## src/rtl/alu_pkg.sv

```systemverilog
// Shared definitions for the ALU result display: FSM encoding, BCD geometry
// and the active-low seven-segment patterns ({g,f,e,d,c,b,a}).
package alu_pkg;

  typedef enum logic [1:0] {
    ST_IDLE    = 2'd0,
    ST_CONVERT = 2'd1,
    ST_COMMIT  = 2'd2
  } state_t;

  localparam int BIN_W      = 7;
  localparam int NIBBLE_W   = 4;
  localparam int BCD_DIGITS = 3;
  localparam int BCD_W      = NIBBLE_W * BCD_DIGITS;
  localparam int SHIFTS     = BIN_W;

  localparam logic [6:0] SEG_0     = 7'b1000000;
  localparam logic [6:0] SEG_1     = 7'b1111001;
  localparam logic [6:0] SEG_2     = 7'b0100100;
  localparam logic [6:0] SEG_3     = 7'b0110000;
  localparam logic [6:0] SEG_4     = 7'b0011001;
  localparam logic [6:0] SEG_5     = 7'b0010010;
  localparam logic [6:0] SEG_6     = 7'b0000010;
  localparam logic [6:0] SEG_7     = 7'b1111000;
  localparam logic [6:0] SEG_8     = 7'b0000000;
  localparam logic [6:0] SEG_9     = 7'b0010000;
  localparam logic [6:0] SEG_E     = 7'b0000110;
  localparam logic [6:0] SEG_C     = 7'b1000110;
  localparam logic [6:0] SEG_BLANK = 7'b1111111;

  function automatic logic [6:0] seg_digit(input logic [NIBBLE_W-1:0] d);
    case (d)
      4'd0:    return SEG_0;
      4'd1:    return SEG_1;
      4'd2:    return SEG_2;
      4'd3:    return SEG_3;
      4'd4:    return SEG_4;
      4'd5:    return SEG_5;
      4'd6:    return SEG_6;
      4'd7:    return SEG_7;
      4'd8:    return SEG_8;
      4'd9:    return SEG_9;
      default: return SEG_BLANK;
    endcase
  endfunction

endpackage

```

## src/rtl/bin2bcd.sv

```systemverilog
// Sequential double-dabble: one add-3/shift step per clock, BIN_W steps per
// conversion. done flags the cycle in which the final step is taken.
module bin2bcd
  import alu_pkg::*;
(
  input  logic                clk,
  input  logic                rst,
  input  logic                start,
  input  logic [BIN_W-1:0]    bin,
  output logic [NIBBLE_W-1:0] hundreds,
  output logic [NIBBLE_W-1:0] tens,
  output logic [NIBBLE_W-1:0] units,
  output logic                done
);

  logic [BIN_W-1:0] bin_sr;
  logic [BCD_W-1:0] bcd_sr;
  logic [2:0]       cnt;
  logic             running;

  function automatic logic [BCD_W+BIN_W-1:0] dd_step(input logic [BCD_W-1:0] bcd,
                                                     input logic [BIN_W-1:0] b);
    logic [BCD_W-1:0] adj;
    adj = bcd;
    for (int i = 0; i < BCD_DIGITS; i++) begin
      if (adj[i*NIBBLE_W +: NIBBLE_W] >= 4'd5)
        adj[i*NIBBLE_W +: NIBBLE_W] = adj[i*NIBBLE_W +: NIBBLE_W] + 4'd3;
    end
    return {adj, b} << 1;
  endfunction

  always_ff @(posedge clk or posedge rst) begin
    if (rst) begin
      bin_sr  <= '0;
      bcd_sr  <= '0;
      cnt     <= '0;
      running <= 1'b0;
    end else if (start) begin
      bin_sr  <= bin;
      bcd_sr  <= '0;
      cnt     <= '0;
      running <= 1'b1;
    end else if (running) begin
      {bcd_sr, bin_sr} <= dd_step(bcd_sr, bin_sr);
      cnt              <= cnt + 3'd1;
      if (done) running <= 1'b0;
    end
  end

  assign done     = running && (cnt == 3'(SHIFTS - 1));
  assign hundreds = bcd_sr[2*NIBBLE_W +: NIBBLE_W];
  assign tens     = bcd_sr[NIBBLE_W +: NIBBLE_W];
  assign units    = bcd_sr[0 +: NIBBLE_W];

endmodule

```

## src/rtl/alu_display.sv

```systemverilog
// Captures an ALU result and flags, converts to BCD, and multiplexes the
// result onto a 4-digit active-low seven-segment display.
module alu_display
  import alu_pkg::*;
#(
  parameter int REFRESH_DIV = 50000
) (
  input  logic             clk,
  input  logic             rst,
  input  logic [BIN_W-1:0] result,
  input  logic             carry,
  input  logic             overflow,
  input  logic             zero,
  input  logic             load,
  output logic [6:0]       seg,
  output logic [3:0]       an,
  output logic             busy,
  output logic             zero_led
);

  localparam int              CNT_W   = $clog2(REFRESH_DIV);
  localparam logic [CNT_W-1:0] CNT_MAX = CNT_W'(REFRESH_DIV - 1);

  state_t              state, state_nxt;
  logic                start, conv_done;
  logic                cap_carry, cap_ovf, cap_zero;
  logic [NIBBLE_W-1:0] bcd_h, bcd_t, bcd_u;
  logic [NIBBLE_W-1:0] disp_h, disp_t, disp_u;
  logic                disp_carry, disp_ovf;
  logic [CNT_W-1:0]    scan_cnt;
  logic [1:0]          digit_idx;
  logic [6:0]          seg_nxt;

  bin2bcd u_bin2bcd (
    .clk      (clk),
    .rst      (rst),
    .start    (start),
    .bin      (result),
    .hundreds (bcd_h),
    .tens     (bcd_t),
    .units    (bcd_u),
    .done     (conv_done)
  );

  always_ff @(posedge clk or posedge rst) begin
    if (rst) state <= ST_IDLE;
    else     state <= state_nxt;
  end

  // Loads are only honoured from IDLE; CONVERT and COMMIT ignore them.
  always_comb begin
    state_nxt = state;
    start     = 1'b0;
    case (state)
      ST_IDLE: begin
        if (load) begin
          start     = 1'b1;
          state_nxt = ST_CONVERT;
        end
      end
      ST_CONVERT: if (conv_done) state_nxt = ST_COMMIT;
      ST_COMMIT:  state_nxt = ST_IDLE;
      default:    state_nxt = ST_IDLE;
    endcase
  end

  assign busy = (state != ST_IDLE);

  always_ff @(posedge clk or posedge rst) begin
    if (rst) begin
      cap_carry <= 1'b0;
      cap_ovf   <= 1'b0;
      cap_zero  <= 1'b0;
    end else if (start) begin
      cap_carry <= carry;
      cap_ovf   <= overflow;
      cap_zero  <= zero;
    end
  end

  always_ff @(posedge clk or posedge rst) begin
    if (rst) begin
      disp_h     <= '0;
      disp_t     <= '0;
      disp_u     <= '0;
      disp_carry <= 1'b0;
      disp_ovf   <= 1'b0;
      zero_led   <= 1'b0;
    end else if (state == ST_COMMIT) begin
      disp_h     <= bcd_h;
      disp_t     <= bcd_t;
      disp_u     <= bcd_u;
      disp_carry <= cap_carry;
      disp_ovf   <= cap_ovf;
      zero_led   <= cap_zero;
    end
  end

  // Free-running scan, independent of the conversion FSM.
  always_ff @(posedge clk or posedge rst) begin
    if (rst) begin
      scan_cnt  <= '0;
      digit_idx <= '0;
    end else if (scan_cnt == CNT_MAX) begin
      scan_cnt  <= '0;
      digit_idx <= digit_idx + 2'd1;
    end else begin
      scan_cnt  <= scan_cnt + 1'b1;
    end
  end

  always_comb begin
    seg_nxt = SEG_BLANK;
    case (digit_idx)
      2'd0: seg_nxt = seg_digit(disp_u);
      2'd1: seg_nxt = (disp_h == '0 && disp_t == '0) ? SEG_BLANK : seg_digit(disp_t);
      2'd2: seg_nxt = (disp_h == '0) ? SEG_BLANK : seg_digit(disp_h);
      2'd3: seg_nxt = disp_ovf ? SEG_E : (disp_carry ? SEG_C : SEG_BLANK);
      default: seg_nxt = SEG_BLANK;
    endcase
  end

  // an and seg share one register stage so they always change together.
  always_ff @(posedge clk or posedge rst) begin
    if (rst) begin
      an  <= 4'b1111;
      seg <= SEG_BLANK;
    end else begin
      an  <= ~(4'b0001 << digit_idx);
      seg <= seg_nxt;
    end
  end

endmodule

```

## config.mk

```make
export PLATFORM = sky130hd
export DESIGN_NAME = alu_display
export DESIGN_NICKNAME = d
export VERILOG_FILES = /design/src/rtl/alu_pkg.sv /design/src/rtl/bin2bcd.sv /design/src/rtl/alu_display.sv
export SDC_FILE = /design/constraint.sdc
export NUM_CORES = 1
export LEC_CHECK = 0
export CAP_MARGIN = 20
export CORE_UTILIZATION = 50
export CTS_CLUSTER_DIAMETER = 200
export CTS_CLUSTER_SIZE = 25
export DETAILED_ROUTE_END_ITERATION = 6
export GPL_TIMING_DRIVEN = 0
export HOLD_SLACK_MARGIN = 0.03
export MAX_ROUTING_LAYER = met4
export PLACE_DENSITY_LB_ADDON = 0.12
export SYNTH_ARGS = -nofsm -noshare
export SYNTH_HDL_FRONTEND = slang
export SYNTH_HIERARCHICAL = 1
export SYNTH_SLANG_ARGS = --single-unit
```

## constraint.sdc

```tcl
create_clock -name clk -period 2.5 [get_ports clk]
set_input_delay 0.25 -clock clk [delete_from_list [all_inputs] [get_ports clk]]
set_output_delay 0.25 -clock clk [all_outputs]
set_load 0.01 [all_outputs]
```

Word level (Yosys, flattened, before mapping)
Memory sizes are Yosys's and may differ from the RTL's.
Index checks and enable logic that the tools add are counted.
- register bits after elaboration: 72
- ROM bits: 336
- bits of input ports: 13
- output and inout port bits: 13
- word-level logic and storage cells: 73
- memories kept: 3
- add/sub/neg operators: 6
- $lt $le $gt $ge: 3
- eq/ne operators: 9
- shifts and indexed selects: 1
- muxes and demuxes: 23
- bitwise logic cells: 1
- reduce and logical (&&, ||, !) cells: 9
- memories (name ; depth ; width ; read ports ; clocked after memory_dff ; write ports ; RTL line ; source):
    (no name shown) ; 16 ; 7 ; 1 ; 0 ; 0 ; alu_pkg.sv:32 ; case (d)
    (no name shown) ; 16 ; 7 ; 1 ; 0 ; 0 ; alu_pkg.sv:32 ;
    (no name shown) ; 16 ; 7 ; 1 ; 0 ; 0 ; alu_pkg.sv:32 ;
- operators with widths (operator ; number):
    $mux W7 ; 5
    $pmux W7 S4 ; 1
    $mux W12 ; 2
    $add A16 B1 Y16 const B ; 1
    $eq A16 B16 Y1 const B ; 1
    $mux W16 ; 1
    $ge A4 B3 Y1 const B ; 3
    $mux W3 ; 3
    $add A4 B2 Y4 const B ; 2
    $logic_not A4 Y1 ; 2
    $mux W4 ; 2
    $eq A2 B2 Y1 const B ; 3
    $mux W6 ; 1
    $mux W1 ; 5
    $eq A2 B1 Y1 const B ; 2
    $logic_not A2 Y1 ; 2
    $mux W2 ; 2
    $ne A2 B2 Y1 const B ; 2
    $not A4 Y4 ; 1
    $pmux W2 S2 ; 1
    $reduce_bool A2 Y1 ; 2
    $shl A1 B2 Y4 const A ; 1
    $add A3 B1 Y3 const B ; 1
    $add A3 B2 Y3 const B ; 1
    other kinds (4) ; 5

Longest topological paths before layout
Gate-level depths: netlist of run 1.
- depth after elaboration: 5
- mapped depth: 7
- mapped depth without buffers: 6

Modules after synthesis
The synthesis of run 1 kept the hierarchy.
- by module, submodules not included (module ; instances ; cells each ; area an instance (sq um) ; seq. area each (sq um)):
    alu_display ; 1 ; 257 ; 2750.1 ; 1239.9
    bin2bcd ; 1 ; 132 ; 1261.2 ; 575.6

Least setup slack after synthesis of run 1
Ideal clock, no wire load.
- path type: register to register
- start point: reg state[1]
- end point: reg u_bin2bcd.bcd_sr[9]
- setup time: 126 ps
- arrival: 1589 ps
- required time: 2374 ps
- slack: 785 ps
- stages on the path, launching flop included: 7
- buffers on the path: 1
- period minus slack after synthesis: 1715 ps
- cell sequence: dfrtp_1 or2_2 nor2_1 buf_2 nand2b_1 nor2_1 a221o_1
- word-level cells in the longest chain between the ends: 3
- elaborated cells on any way between the ends: 4
- those cells by class: 2 x mux; 2 x reduce/logical
- ends and longest elaborated chain (element ; RTL line ; source):
    from (decl) ; alu_display.sv:24 ; state_t state, state_nxt;
    from (signal assigned) ; alu_display.sv:47 ; else state <= state_nxt;
    $logic_not A2 Y1 (*) ; alu_display.sv:54 ; case (state)
    $mux W1 (*) ; alu_display.sv:54 ;
    net start ; alu_display.sv:25 ; logic start, conv_done;
    $mux W12 / $reduce_bool A2 Y1 (equally long branches) ; n/a ;
    to (signal assigned) ; bin2bcd.sv:44 ; {bcd_sr, bin_sr} <= dd_step(bcd_sr, bin_sr);
    to (decl) ; bin2bcd.sv:17 ; logic [BCD_W-1:0] bcd_sr;
The timed path passes the listed nets; every way through them passes the cells marked *.
A chain may end at the register's enable or synchronous reset.

Worst setup path after layout of run 1
- start point: reg disp_h[1]
- end point: reg seg[3]
- word-level cells in the longest chain between the ends: 4
- elaborated cells on any way between the ends: 6
- those cells by class: 3 x mux; 2 x reduce/logical; 1 x memory
- ends and longest elaborated chain (element ; RTL line ; source):
    from (decl) ; alu_display.sv:28 ; logic [NIBBLE_W-1:0] disp_h, disp_t, disp_u;
    from (signal assigned) ; alu_display.sv:90 ; disp_h <= bcd_h;
    parallel branches: the longest is 3 deep, another holds $mem_v2 Z16 W7 ; n/a ;
    $pmux W7 S4 (*) ; alu_display.sv:114 ; case (digit_idx)
    net seg_nxt[3] ; alu_display.sv:32 ; logic [6:0] seg_nxt;
    to (signal assigned) ; alu_display.sv:130 ; seg <= seg_nxt;
    to (decl) ; alu_display.sv:15 ; output logic [6:0] seg,
Mark *: on every way through the listed nets, which the timed path passes.

==> results.md, run 1 <==
- Worst-path cell chain: inv_1 -> ha_1 -> nor2_1 -> a211oi_1 -> a2111oi_0 -> a21oi_1
- Critical path's top delay family: compound AO/OA/AOI/OAI gates
- Share of flip-flops with an asynchronous set or reset after synthesis: 100%
- Slew Limit Fails: 0
- Post-Route Setup TNS: 0 ns
- Initial antenna violation count: 0
- Clock slew at the register clock pins of the worst setup and hold paths: 0.08 ns
- Effective utilization at floorplan: 51.9%
- Final wirelength: 7730 µm
- Maximum single-stage delay on the critical path: 0.54 ns
- DRC violation count after routing: 0
- Maxcap violations: 0
- Via/cell ratio: 5.53
- Maximum operating frequency: 508 MHz
- Critical path class: register to register
- TritonCTS clock tree: yes
- Placed instance area: 4410 µm²
- Design area: 4650 µm²
- Synthesized flop and latch total: 72
- Most used flip-flop cell after synthesis: dfrtp_1
- Final non-filler cell total: 533
- Overall track demand over capacity in global routing: 20.9%
- Post_cts resized: 0
- Worst relative slew slack: 38.3%
- Pin count of the biggest net entering global routing: 38
- Top cells by count, synth: dfrtp_1 (61), ha_1 (29), nor2_1 (28)
- CTS Root Buffer Type: clkbuf_8
- Remaining global-route overflow: 0
- Count of unique library cells instantiated by Yosys: 56
- Warning count from the yosys run: 6
- Final count of negative-setup-slack endpoints: 0
- Final weighted congestion in routability-driven placement: 0.903
- Number of buffers on the longest clock path: 2
- Total Power Consumption: 4.72 mW
- Unrepaired setup endpoints after global routing: no
- Number of nets with antenna violations after detailed routing: 0
- Slew at the pin closest to its max-slew limit: 0.924 ns
- Crit start category: register
- Number of search-and-repair iterations in the first detailed-routing pass: 5
- Post-synthesis instance total: 389
- Largest voltage drop on the vdd net: 0.000662 V
- Cell row count: 32
- Die boundary width: 91.6 µm
- Fraction of final layout cells with drive strength greater than 1: 14.6%
- Min cycle time layout: 1.97 ns
- Violation count after the first detailed-routing iteration: 114
- Buffers added on ports: 25
- Via total after detailed routing: 2,947
- Worst-path fanout max: 8
- Library cell with the highest instance count after synthesis: dfrtp_1
- Slowest cell on the critical path: a2111oi_0
- Power per Cell Area: 1010 nW/µm²
- Wire length per cell: 14.5 µm
- Leakage power summed over all cells: 2.04 nW
- Cts bufs inserted: 9
- Sequential cell area fraction in the yosys report: 45.3%
- Number of setup buffers added after CTS: 0
- Clock insertion delay at the later pin of the skew report: 0.35 ns
- Number of buffers and inverters on the critical path: 1
- Core outline area: 7730 µm²
- HPWL reported at the end of detailed placement: 5620 µm
- Cell types with the largest area share after synthesis: dfrtp_1 (38%), ha_1 (9.0%), dfstp_2 (7.2%)
- Number of antenna diodes: 0
- Synthesis-to-layout area growth: 16.0%
- Crit share post-route: 78.8%
- Global-route wire length before repair: 13,200 µm
- Area share of the largest cell type after synthesis: 38.1%
- Crit. End Element: register
- Die span in y: 91.6 µm
- Min-Delay Path Class: input pin to asynchronous set/reset pin
- Net count, final: 468
- Hold bufs inserted after CTS: 0
- Synth Net Count: 431
- Vias in the first global route: 2,782
- Number of flops mapped to enable cells by yosys: 0
- Syn Area/Cell: 10.3 µm²
- Die ar.: 8390 µm²
- Clock tree sinks: 72
- Required time worst endpoint: 2.75 ns
- Number of primary I/O pins: 26
- Result of the run: completed
- Area leader, netlist: dfrtp_1
- Number of cells after detailed placement: 517
- Number of inserted filler cells in the final layout: 642
- Netlist area before placement: 4010 µm²
- Arrival @ worst endpoint: 2.22 ns
- CTS H-tree depth: 3
- Worst setup skew after layout: 0.00895 ns
- Endpoints failing hold: 0
-- metrics by stage --
step           hold slack, ns  worst slack [ns]  utilization [%]
5_1_grt                 0.252             0.400             60.2
4_1_cts                 0.195             0.501             60.2
2_1_floorplan           0.252             0.785                -
3_5_place_dp            0.461             0.522             57.1
6_report                0.197             0.530             60.2
3_3_place_gp            0.450             0.142             56.8
-- worst paths after layout --
kind	startpoint	end	slack, ns	cells past startpoint
min reg2reg	state[1]	state[1]	0.47	1
min in group clk	result[5]	u_bin2bcd/bin_sr[5]	0.46	3
min	rst	scan_cnt[10]	0.20	2
max reg2reg	disp_h[1]	seg[3]	0.53	6
max	disp_h[1]	seg[3]	0.53	6
max in group asynchronous	rst	u_bin2bcd/bcd_sr[1]	1.48	2
-- cells in the final DEF, fill, tap and decap left out, drive strengths merged, types with 15 or more instances in the layout --
master | synthesis | layout
nor2 | 28 | 28
dfrtp | 61 | 61
a21oi | 15 | 15
nand2b | 15 | 15
clkdlybuf4s50 | 0 | 25
clkbuf | 8 | 17
ha | 29 | 29
o21ai | 22 | 22
mux2 | 18 | 18
inv | 27 | 27
nand2 | 23 | 23
-- layout make-up --
class | count | area [µm²] | area share, %
repair buffers | 26 | 270 | 5.81
plain buffers | 17 | 86.3 | 1.86
inverters | 27 | 101 | 2.18
clock inverters | 7 | 120 | 2.58
well taps | 102 | 128 | 2.74
multi-input cells | 273 | 2010 | 43.2
flip-flops and latches | 72 | 1820 | 39.0
clock buffers | 9 | 124 | 2.66
-- routing by layer --
| metal | vias to the layer above | global-route usage (%) | wire length [µm] |
|---|---|---|---|
| met2 | 65 | 32.0 | 3660 |
| li1 | 1441 | - | - |
| met4 | 0 | 8.86 | 126 |
| met3 | 12 | 3.02 | 300 |
| met1 | 1429 | 27.7 | 3650 |
| met5 | - | - | 0 |
-- power breakdown --
part	total, mW	switching, mW	internal [mW]
logic	1.81	0.989	0.823
registers	1.78	0.289	1.49
clock network	1.13	0.464	0.664
total	4.72	1.74	2.98
-- registers in the layout (all words and copies together) (netlist names) --
name               flops
state                  2
scan_cnt              16
u_bin2bcd/cnt          3
u_bin2bcd/running      1
disp_ovf               1
disp_u                 4
disp_carry             1
cap_zero               1
zero_led               1
disp_h                 4
cap_ovf                1
seg                    7
cap_carry              1
disp_t                 4
digit_idx              2
an                     4
u_bin2bcd/bin_sr       7
u_bin2bcd/bcd_sr      12
-- kinds of logic after synthesis --
family	Yosys count	synth area share, %
mux	30	8.05
flops	72	45.3
buf+inv	44	4.68
fa+ha+maj	29	9.05
compound gates	80	13.3
simple gates	116	15.8
xor+xnor	18	3.93
(Power assumes the default switching activity.)
==> inputs of run 2 (changes only) <==
- clock period: 2.5 -> 1.7 ns (I/O delays scaled with it)
==> run 2 against run 1 <==
Net effect: the flow now finishes with violations (negative setup slack); sequential power up 46%; critical path depth down 1; worst setup slack worse by 0.53 ns; clock power up 52%; count of clock-buffer cells in the layout up 2; wire length up 6.8%; combinational power up 65%; flip-flop and latch count unchanged; first-iteration DRC count up 7.0%; cell count up 3.0%; critical path type unchanged; critical endpoint is now scan_cnt[9]; highest routed layer unchanged.
==> results.md, run 2 (same netlist as run 1, synthesis figures left out) <==
- Final wirelength: 8260 µm
- Maximum single-stage delay on the critical path: 0.56 ns
- Number of cells traversed by the worst register-to-register path: 5
- Origin of the worst setup path: scan_cnt[11]
- Die ar.: 8390 µm²
- Fraction of final layout cells with drive strength greater than 1: 23.9%
- Die boundary width: 91.6 µm
- End point of the critical path: scan_cnt[9]
- Number of nets with antenna violations after detailed routing: 0
- Power per Cell Area: 1470 nW/µm²
- Cell internal power dissipation: 4.64 mW
- Final weighted congestion in routability-driven placement: 0.897
- Wire length per cell: 15.0 µm
- Post-Route Setup TNS: -0.00401 ns
- Number of inserted filler cells in the final layout: 609
- Slew at the pin closest to its max-slew limit: 0.880 ns
- Highest-count cells in the layout ignoring fill and taps: dfrtp_1 (57), ha_1 (24), clkdlybuf4s50_1 (24)
- Switching power: 2.65 mW
- Largest registers: scan_cnt (16), u_bin2bcd/bcd_sr (12)
- Die span in y: 91.6 µm
- Via total after detailed routing: 2,964
- HPWL reported at the end of detailed placement: 5690 µm
- Global-route wire length before repair: 13,500 µm
- Utilization of the core after routing: 64.1%
- Final count of negative-setup-slack endpoints: 1
- Maximum operating frequency: 587 MHz
- Critical path class: register to register
- Cts bufs inserted: 9
- Number of primary I/O pins: 26
- Most common library cell in the layout ignoring fill and taps: dfrtp_1
- Pin count of the biggest net entering global routing: 37
- Cell row count: 32
- Effective utilization at floorplan: 51.9%
- CTS Root Buffer Type: clkbuf_8
- CTS H-tree depth: 3
- Maxcap violations: 0
- Number of search-and-repair iterations in the first detailed-routing pass: 4
- Unrepaired setup endpoints after global routing: yes
- Min setup slack post-route: -0.00401 ns
- Number of antenna diodes: 0
- Violations in the final reports: negative setup slack
- Number of buffers on the longest clock path: 2
- Min-Delay Path Class: input pin to asynchronous set/reset pin
- Worst relative slew slack: 41.3%
- Combinational share of power: 40.8%
- Net count, final: 484
- Required time worst endpoint: 1.94 ns
- Overall track demand over capacity in global routing: 21.2%
- Arrival @ worst endpoint: 1.95 ns
- Worst r2r src: scan_cnt[11]
- Clock insertion delay at the later pin of the skew report: 0.35 ns
- Largest voltage drop on the vdd net: 0.000742 V
- Clock slew at the register clock pins of the worst setup and hold paths: 0.08 ns
- DRC violation count after routing: 0
- Crit. End Element: register
- Crit share post-route: 100%
- Total Power Consumption: 7.29 mW
- Post-Place Worst Slack: -0.328 ns
- R2r setup slk: -0.004 ns
- Worst setup skew after layout: 0.0108 ns
- Switching share of total power: 36.3%
- Hold bufs inserted after CTS: 0
- Core outline area: 7730 µm²
- Endpoint of the worst-slack reg-to-reg timing path: scan_cnt[9]
- Remaining global-route overflow: 0
- Buffers added on ports: 25
- Register area: 1820 µm²
- Final non-filler cell total: 549
- Number of cells after detailed placement: 517
- Result of the run: complete, but fails checks
- Slew Limit Fails: 0
- Fraction of power consumed by the clock network: 23.6%
- Endpoints failing hold: 0
- Sequential share of power: 35.6%
- Slowest cell on the critical path: or4bb_1
- Via/cell ratio: 5.40
- Largest register by flop count: scan_cnt
- Vias in the first global route: 2,898
- Multi-input combinational cell area: 2140 µm²
- Clock tree sinks: 72
- TritonCTS clock tree: yes
- Violation count after the first detailed-routing iteration: 122
- Initial antenna violation count: 0
- Worst-path fanout max: 3
- Min cycle time layout: 1.70 ns
- Worst-path cell chain: or4bb_1 -> nor4_4 -> buf_6 -> o21ai_2 -> a21o_1
- Max reg flops: 16
- Crit start category: register
- Synthesis-to-layout area growth: 23.4%
- Leakage power summed over all cells: 2.15 nW
[run 2: cell types whose count changed in the layout (fill, tap and decap cells not counted), sizes merged]
cell | before | now
dlygate4sd2 | 0 | 1
clkbuf | 17 | 19
clkdlybuf4s50 | 25 | 24
clkinv | 3 | 1
buf | 10 | 26
[run 2: worst min path at each step]
stage,end,startpoint,slack [ns],depth (start not counted)
CTS,zero_led,rst,0.12,2
finish,zero_led,rst,0.12,2
floorplan,u_bin2bcd/bcd_sr[0],rst,0.17,1
detailed placement,state[1],state[1],0.47,1
global placement,state[0],state[1],0.45,1
global route,zero_led,rst,0.17,2
[run 2: stage by stage]
stage | instance area, µm² | hold WS, ns
finish | 4950 | 0.123
global route | 4950 | 0.168
CTS | 4750 | 0.122
detailed placement | 4410 | 0.474
global placement | 4390 | 0.451
floorplan | 4010 | 0.172
[run 2: final cells by class]
type,count,area share [%]
buffer,16,2.02
clock buffer,11,3.06
clock inverter,5,2.07
inverter,27,2.05
multi-input combinational,273,43.2
sequential,72,36.8
tap,102,2.58
timing repair buffer,43,8.24
[run 2: worst max-delay path, delay by kind of cell (launching register included)]
family	cells	cell delay (ns)
AOI/OAI and AO/OA	2	0.21
buffers and inverters	1	0.16
DFF	1	0.39
and+or+nand+nor	2	0.83
[run 2: per-layer routing]
| layer | GRT usage [%] | vias up | part of all wire, % |
|---|---|---|---|
| met2 | 33.0 | 62 | 48 |
| met5 | - | - | 0 |
| met1 | 27.0 | 1417 | 46 |
| li1 | - | 1469 | - |
| met3 | 4.02 | 16 | 3.4 |
| met4 | 9.26 | 0 | 2.7 |
[run 2: repair_timing]
item                       4_1_cts  5_1_grt
buffers inserted                 6       11
resized for setup               19       29
pin swaps                        4        5
setup endpoints to repair       29       38
[run 2: power groups by stage]
stage          Clock, mW  Sequential, mW  Combinational [mW]
5_1_grt             1.83            2.67                3.32
6_report            1.72            2.59                2.98
4_1_cts             1.75            2.61                2.78
3_5_place_dp           0            2.65                2.67
3_3_place_gp           0            2.62                2.58
2_1_floorplan          0            2.54                2.03
